**config.mk**
```make
export PLATFORM = sky130hd
export DESIGN_NAME = calc_seq
export DESIGN_NICKNAME = d
export VERILOG_FILES = /design/src/rtl/calc_seq.sv
export SDC_FILE = /design/constraint.sdc
export NUM_CORES = 1
export LEC_CHECK = 0
export ABC_AREA = 1
export CAP_MARGIN = 25
export CORE_UTILIZATION = 51
export DETAILED_ROUTE_END_ITERATION = 8
export MAX_ROUTING_LAYER = met4
export PLACE_DENSITY_LB_ADDON = 0.08
export SLEW_MARGIN = 15
export SYNTH_ARGS = -nofsm -noshare
export SYNTH_HDL_FRONTEND = slang
export SYNTH_SLANG_ARGS = --single-unit
```
**constraint.sdc**
```tcl
create_clock -name clk -period 4.2 [get_ports clk]
set_input_delay 0.63 -clock clk [delete_from_list [all_inputs] [get_ports clk]]
set_output_delay 0.63 -clock clk [all_outputs]
set_load 0.01 [all_outputs]
```
**src/rtl/calc_seq.sv**
```systemverilog
// calc_seq: runs a small command program against the queue calculator, one command at a time.
// Optional feature macro CALC_SEQ_CLR_EN: pulse calc_rst once before the first command of every run.
module calc_seq #(
  parameter int PUSH_CODE  = 0,
  parameter int POP_CODE   = 1,
  parameter int ADD_CODE   = 2,
  parameter int MULL_CODE  = 3,
  parameter int SUB_CODE   = 4,
  parameter int DIV_CODE   = 5,
  parameter int REM_CODE   = 6,
  parameter int PROG_DEPTH = 16,
  parameter int ADDR_W     = 4
) (
  input  logic              clk,
  input  logic              rst,
  input  logic              prog_we,
  input  logic [ADDR_W-1:0] prog_addr,
  input  logic [10:0]       prog_data,
  input  logic [ADDR_W:0]   prog_len,
  input  logic              start,
  output logic [7:0]        calc_in,
  output logic [2:0]        calc_op,
  output logic              calc_apply,
  output logic              calc_rst,
  input  logic [7:0]        calc_tail,
  input  logic              calc_empty,
  input  logic              calc_valid,
  output logic              busy,
  output logic              done,
  output logic              error,
  output logic [ADDR_W-1:0] err_pc,
  output logic [7:0]        result,
  output logic              result_vld
);

  // Opcodes are forwarded opaquely; only their encodability is checked here.
  if (PROG_DEPTH != (1 << ADDR_W) || PUSH_CODE > 7 || POP_CODE > 7 || ADD_CODE > 7 ||
      MULL_CODE > 7 || SUB_CODE > 7 || DIV_CODE > 7 || REM_CODE > 7) begin : g_param_chk
    $error("calc_seq: inconsistent parameters");
  end

  typedef enum logic [2:0] {S_IDLE, S_CLR, S_ISSUE, S_CHECK, S_FIN, S_ERR} state_t;

  state_t            state_q, state_d;
  logic [ADDR_W-1:0] pc_q, pc_d, err_pc_q, err_pc_d;
  logic [ADDR_W:0]   last_q, last_d;
  logic              zero_run_q, zero_run_d;
  logic [7:0]        in_q, in_d, result_q, result_d;
  logic [2:0]        op_q, op_d;
  logic              apply_q, apply_d, busy_q, busy_d;
  logic              done_q, done_d, error_q, error_d, rvld_q, rvld_d;
  logic              crst_q, crst_d;
  logic [10:0]       mem_q [PROG_DEPTH];
  logic [10:0]       slot;

  assign slot = mem_q[pc_d];

  always_ff @(posedge clk) begin
    if (prog_we && !busy_q) mem_q[prog_addr] <= prog_data;
  end

  always_comb begin
    state_d    = state_q;
    pc_d       = pc_q;
    err_pc_d   = err_pc_q;
    last_d     = last_q;
    zero_run_d = zero_run_q;
    result_d   = result_q;
    done_d     = done_q;
    error_d    = error_q;
    rvld_d     = rvld_q;
    in_d       = in_q;
    op_d       = op_q;
    case (state_q)
      S_IDLE: if (start) begin
        done_d  = 1'b0;
        error_d = 1'b0;
        rvld_d  = 1'b0;
        if (prog_len == '0) begin
          zero_run_d = 1'b1;
          state_d    = S_FIN;
        end else begin
          zero_run_d = 1'b0;
          last_d     = prog_len - (ADDR_W+1)'(1);
          pc_d       = '0;
`ifdef CALC_SEQ_CLR_EN
          state_d    = S_CLR;
`else
          state_d    = S_ISSUE;
`endif
        end
      end
      S_CLR:   state_d = S_ISSUE;
      S_ISSUE: state_d = S_CHECK;
      S_CHECK: begin
        if (!calc_valid) begin
          err_pc_d = pc_q;
          state_d  = S_ERR;
        end else if ({1'b0, pc_q} == last_q) begin
          state_d = S_FIN;
        end else begin
          pc_d    = pc_q + ADDR_W'(1);
          state_d = S_ISSUE;
        end
      end
      S_FIN: begin
        if (zero_run_q) begin
          rvld_d = 1'b0;
        end else begin
          result_d = calc_tail;
          rvld_d   = !calc_empty;
        end
        done_d  = 1'b1;
        state_d = S_IDLE;
      end
      S_ERR: begin
        error_d = 1'b1;
        rvld_d  = 1'b0;
        state_d = S_IDLE;
      end
      default: state_d = S_IDLE;
    endcase
    // Strobes are decoded from the next state so they line up with the state itself.
    busy_d  = (state_d != S_IDLE);
    apply_d = (state_d == S_ISSUE);
    crst_d  = (state_d == S_CLR);
    if (state_d == S_ISSUE) begin
      op_d = slot[10:8];
      in_d = slot[7:0];
    end
  end

  always_ff @(posedge clk) begin
    if (rst) begin
      state_q    <= S_IDLE;
      pc_q       <= '0;
      err_pc_q   <= '0;
      last_q     <= '0;
      zero_run_q <= 1'b0;
      result_q   <= '0;
      done_q     <= 1'b0;
      error_q    <= 1'b0;
      rvld_q     <= 1'b0;
      in_q       <= '0;
      op_q       <= '0;
      apply_q    <= 1'b0;
      busy_q     <= 1'b0;
      crst_q     <= 1'b0;
    end else begin
      state_q    <= state_d;
      pc_q       <= pc_d;
      err_pc_q   <= err_pc_d;
      last_q     <= last_d;
      zero_run_q <= zero_run_d;
      result_q   <= result_d;
      done_q     <= done_d;
      error_q    <= error_d;
      rvld_q     <= rvld_d;
      in_q       <= in_d;
      op_q       <= op_d;
      apply_q    <= apply_d;
      busy_q     <= busy_d;
      crst_q     <= crst_d;
    end
  end

  assign calc_in    = in_q;
  assign calc_op    = op_q;
  assign calc_apply = apply_q;
  assign busy       = busy_q;
  assign done       = done_q;
  assign error      = error_q;
  assign err_pc     = err_pc_q;
  assign result     = result_q;
  assign result_vld = rvld_q;
`ifdef CALC_SEQ_CLR_EN
  assign calc_rst   = crst_q;
`else
  assign calc_rst   = 1'b0;
`endif

endmodule

```
# Word-level counts from Yosys, hierarchy flattened
# Memory sizes are Yosys's and may differ from the RTL's. A register that Yosys moved wholly into a read port is not among the register bits.
# Index checks and enable logic that the tools add are counted.
# totals
regBits,30
ram_bits,176
in_bits,34
out_inout_bits,29
elab_cells,59
n_memories,1
# memory_table
name,depth,word_bits,read_ports,rd_clocked_by_memory_dff,write_ports,line,source
mem_q,16,11,1,1,1,53,logic [10:0] mem_q [PROG_DEPTH];
# classes
add_sub_neg,2
n_eq_ne,8
mux,18
bitwise,3
n_reduce_logical,16
# op_table
op,n
2-to-1 mux 4 bit,4
2-to-1 mux 3 bit,4
one-hot mux 3 bit (4 select lines),1
AND reduction 2 bit,6
== test 3 x 2 -> 1 bit (second input constant),3
one-hot mux 4 bit (2 select lines),1
== test 3 bit (second input constant),2
nonzero test 3 bit,2
== test 4 x 5 -> 1 bit,1
zero test 5 bit,1
2-to-1 mux 1 bit,5
subtractor 5 x 1 -> 5 bit (second input constant),1
adder 4 x 1 -> 4 bit (second input constant),1
one-hot mux 1 bit (2 select lines),2
nonzero test 2 bit,2
== test 3 x 1 -> 1 bit (second input constant),1
zero test 3 bit,1
inverter 1 bit,3
one-hot mux 1 bit (3 select lines),1
AND reduction 3 bit,1
zero test 1 bit,2
inequality test 2 bit (second input constant),1
logical AND 1 bit,1

# Depth between registers and ports, before layout
# logic_depth
ltp_word,5
mapped_depth,17
mapped_depth_nobuf,16

# Worst setup path before layout
# OpenSTA, ideal clock, no wires.
# synth_path
path_type,input -> register
startpoint,input prog_len[0]
endpoint,"register in_q[2], in the netlist calc_in[2], read port of mem_q"
setup_ns,0.109
arrival_ns,2.076
t_required_ns,4.091
path_slack_ns,2.015
cell_stages,16
n_path_buf,2
cell_sequence,inv_1 ha_1 nand2_1 nor2_1 nor2_2 inv_2 nand3_4 buf_2 buf_2 nand3b_1 nand3_1 nand3_1 nand3_1 nand3_1 nand2_1 inv_1
# synth_via
elab_chain_len,5
word_cells_on_any_way,8
classes_between,eq/ne: 1; mux: 6; reduce/logical: 1
# synth_lines
item,line,source
from (decl),19,"input logic [ADDR_W:0] prog_len,"
zero test 5 bit (*),79,if (prog_len == '0) begin
2-to-1 mux 3 bit,79,
2-to-1 mux 3 bit,75,S_IDLE: if (start) begin
one-hot mux 3 bit (4 select lines),74,case (state_q)
== test 3 x 2 -> 1 bit,127,if (state_d == S_ISSUE) begin
to (decl),48,"logic [7:0] in_q, in_d, result_q, result_d;"
# Every way passes the cells marked *; elsewhere a longest branch is shown, timed or not.
# A chain may end at the register's enable or synchronous reset.

# Final worst setup path
# layout_path
startpoint,input prog_len[0]
endpoint,"register in_q[6], in the netlist calc_in[6], read port of mem_q"
# Same word-level chain as after synthesis.

==> results.py <==
metrics = {
    "final_layout": {
        "syn_to_final_growth_pct": 16.2,
        "fin_util_pct": 61.2,
        "drive_gt1_share_pct": 7.52,
        "antenna_cells": 0,
        "fill_cells": 1543,
        "final_common_cell": "nand3_1",
        "final_nets": 1059,
        "final_cell_mix": "nand3_1, edfxtp_1, inv_1",
        "multi_input_area_um2": 2570,
        "seq_area_um2": 6110,
    },
    "logic_synthesis": {
        "syn_nets": 997,
        "ys_dominant_reg_cell": "edfxtp_1",
        "synth-warning-count": 0,
        "async_reset_ff_share_pct": 0,
        "muxShareOfSynthArea_pct": 0,
        "synth_simple_gate_area_share_pct": 23.8,
        "yosys.area_share.adder_pct": 0.392,
        "synth-seq-cells": 217,
        "synth_compound_area_share_pct": 2.22,
        "synth_xor_area_share_pct": 0.274,
        "yosysUniqueCellTypes": 33,
        "synth_top_family_by_area": "simple AND/OR/NAND/NOR gates",
        "ys_seq_area_share_pct": 63.7,
        "synth_edf_count": 176,
        "netlist_instances": 960,
        "postSynthAreaPerCell_um2": 9.98,
        "synth_area_um2": 9580,
    },
    "sta": {
        "slew_headroom_pct": 47.2,
        "finalCritPeriodShare_pct": 66.7,
        "fmax_ghz": 0.357,
        "final.setup.tns_ps": 0,
        "clock_skew_ps": 13.3,
        "worstMarginPinSlew_ps": 788,
        "maxSlewViolCount": 0,
        "rsz0062_at_grt": "no",
        "setup_violations": 0,
        "hold_viol": 0,
        "min_period_ps": 2800,
    },
    "global_routing": {
        "grt_pass1_wl_um": 35700,
        "grt_usage_pct": 24.7,
        "grt_pass1_vias": 6437,
        "grt_antenna_before_repair": 0,
        "globalRouteOverflowTotal": 0,
        "grt_start_max_net_pins": 89,
    },
    "run": {
        "max_cap_violations": 0,
    },
    "routing": {
        "ant_nets": 0,
        "routed-via-count": 6722,
        "routedWlPerCell_um": 17.6,
        "wl_um": 22300,
        "drt_iter0_drc": 524,
        "drt_pass1_iterations": 9,
        "viasPerCell": 5.31,
        "drc": 10,
    },
    "pwr": {
        "p_leak_nw": 4.49,
        "powerDensity_nw_per_um2": 422,
        "ir_worst_vdd_mv": 0.321,
    },
    "die": {
        "core_um2": 18200,
        "rows": 49,
        "die_y_um": 139,
        "ios": 63,
        "die-area_um2": 19300,
        "initial_core_util_pct": 52.6,
        "die_w_um": 139,
    },
    "clock_tree": {
        "cts_buffers": 23,
        "cts_root_buf": "clkbuf_16",
        "postCtsSetupBuffers": 0,
        "clk_latency_ps": 510,
        "hold_buffers": 0,
        "post_cts_resized": 0,
        "cts_sinks": 217,
        "htree_levels": 1,
        "cts_tree": "done",
        "clkTransAtPathRegs_ps": 60,
        "clk_path_buf_depth": 3,
    },
    "critical_path": {
        "end_kind": "flop",
        "cp_data_arrival_time_ps": 3250,
        "crit_type": "input port to flop",
        "cp.required_ps": 4650,
        "start_kind": "input port",
        "worstPathMaxFanout": 32,
    },
    "worst_hold_path": {
        "min_path_type": "flop to flop",
    },
    "outcome": {
        "violations": "DRC",
        "status": "finished, violations left",
    },
    "placed_design": {
        "io_buffers": 61,
        "place_congestion": 0.823,
        "hpwl_um": 13300,
    },
}
## power breakdown
part	switching, W	internal, W	total [W]
clock network	0.000793	0.00106	0.00186
logic	0.000247	0.000169	0.000416
registers	0.0000378	0.00239	0.00243
total	0.00108	0.00362	0.00470
## registers in the layout (all words and copies together) (netlist names)
name,flops
busy,1
calc_apply,1
calc_in,8
calc_op,3
done,1
err_pc,4
error,1
last_q,5
mem_q,176
pc_q,4
result,8
result_vld,1
state_q,3
zero_run_q,1
## worst max-delay path, cell delays in order
cell and delay (ps):
clkdlybuf4s50_1 420, inv_1 100, ha_1 150, nand2_1 50
nor2_1 160, nor2_2 60, inv_2 100, nand3_1 110
nand2_2 310, buf_4 480, nand3_1 160, nand3_1 140
nand3_1 160, nand3_1 130, nand2_1 50, inv_1 40
## final cells by class
| cell class | count | area share (%) |
|---|---|---|
| Multi-Input combinational cell | 517 | 23.1 |
| Sequential cell | 217 | 54.8 |
| Clock buffer | 28 | 5.34 |
| Clock inverter | 12 | 0.741 |
| Timing Repair Buffer | 89 | 7.59 |
| Inverter | 174 | 5.89 |
| Tap cell | 229 | 2.57 |
## logic make-up after synthesis
family          count (synthesis)
fa+ha+maj                       3
compound gates                 32
flops                         217
xor+xnor                        3
other cells                     1
buf+inv                       226
simple gates                  478
## path summary, 6_finish.rpt
kind | startpoint | endpoint | slack (ps) | cells past startpoint
worst min-delay path | result[3] | result[3] | 450 | 2
worst max register to register | pc_q[0] | calc_in[0] | 1540 | 16
worst min register to register | result[3] | result[3] | 450 | 2
worst max-delay path | prog_len[0] | calc_in[6] | 1400 | 16
## routing by layer
| layer | GRT usage (%) | vias up | routed length (µm) |
|---|---|---|---|
| li1 | - | 3296 | - |
| met3 | 3.83 | 35 | 1540 |
| met4 | 6.61 | 0 | 420 |
| met1 | 33.9 | 3147 | 9820 |
| met2 | 38.4 | 244 | 10600 |
| met5 | - | - | 0 |
## Yosys cell counts (2+ instances only)
cell type,n,share of area [%]
edfxtp_1,176,55
clkbuf_1,19,0.74
nand3_2,2,0.21
a211oi_1,16,1.3
nand3_1,212,11
nor2_2,3,0.20
buf_1,3,0.12
o21ai_2,2,0.18
ha_1,3,0.39
nand2_1,131,5.1
xor2_1,2,0.18
nand3b_1,42,3.3
dfxtp_1,41,8.6
inv_2,5,0.20
a21oi_1,6,0.31
nor3_1,3,0.16
nor2_1,77,3.0
nand2_2,4,0.26
buf_2,21,1.1
buf_6,2,0.24
buf_4,7,0.55
inv_1,168,6.6
o21ai_0,5,0.26
## metrics by stage
step	hold WS, ps	std cells	total power [W]	instance area (µm²)	setup slack (ps)
2_1_floorplan	441	960	0.00269	9580	2020
3_3_place_gp	444	1225	0.00289	10500	911
3_5_place_dp	442	1225	0.00289	10500	897
4_1_cts	456	1265	0.00474	11100	1410
5_1_grt	475	1266	0.00488	11100	1150
6_report	453	1266	0.00470	11100	1400
No activity file was read; power rests on OpenSTA's default activity.
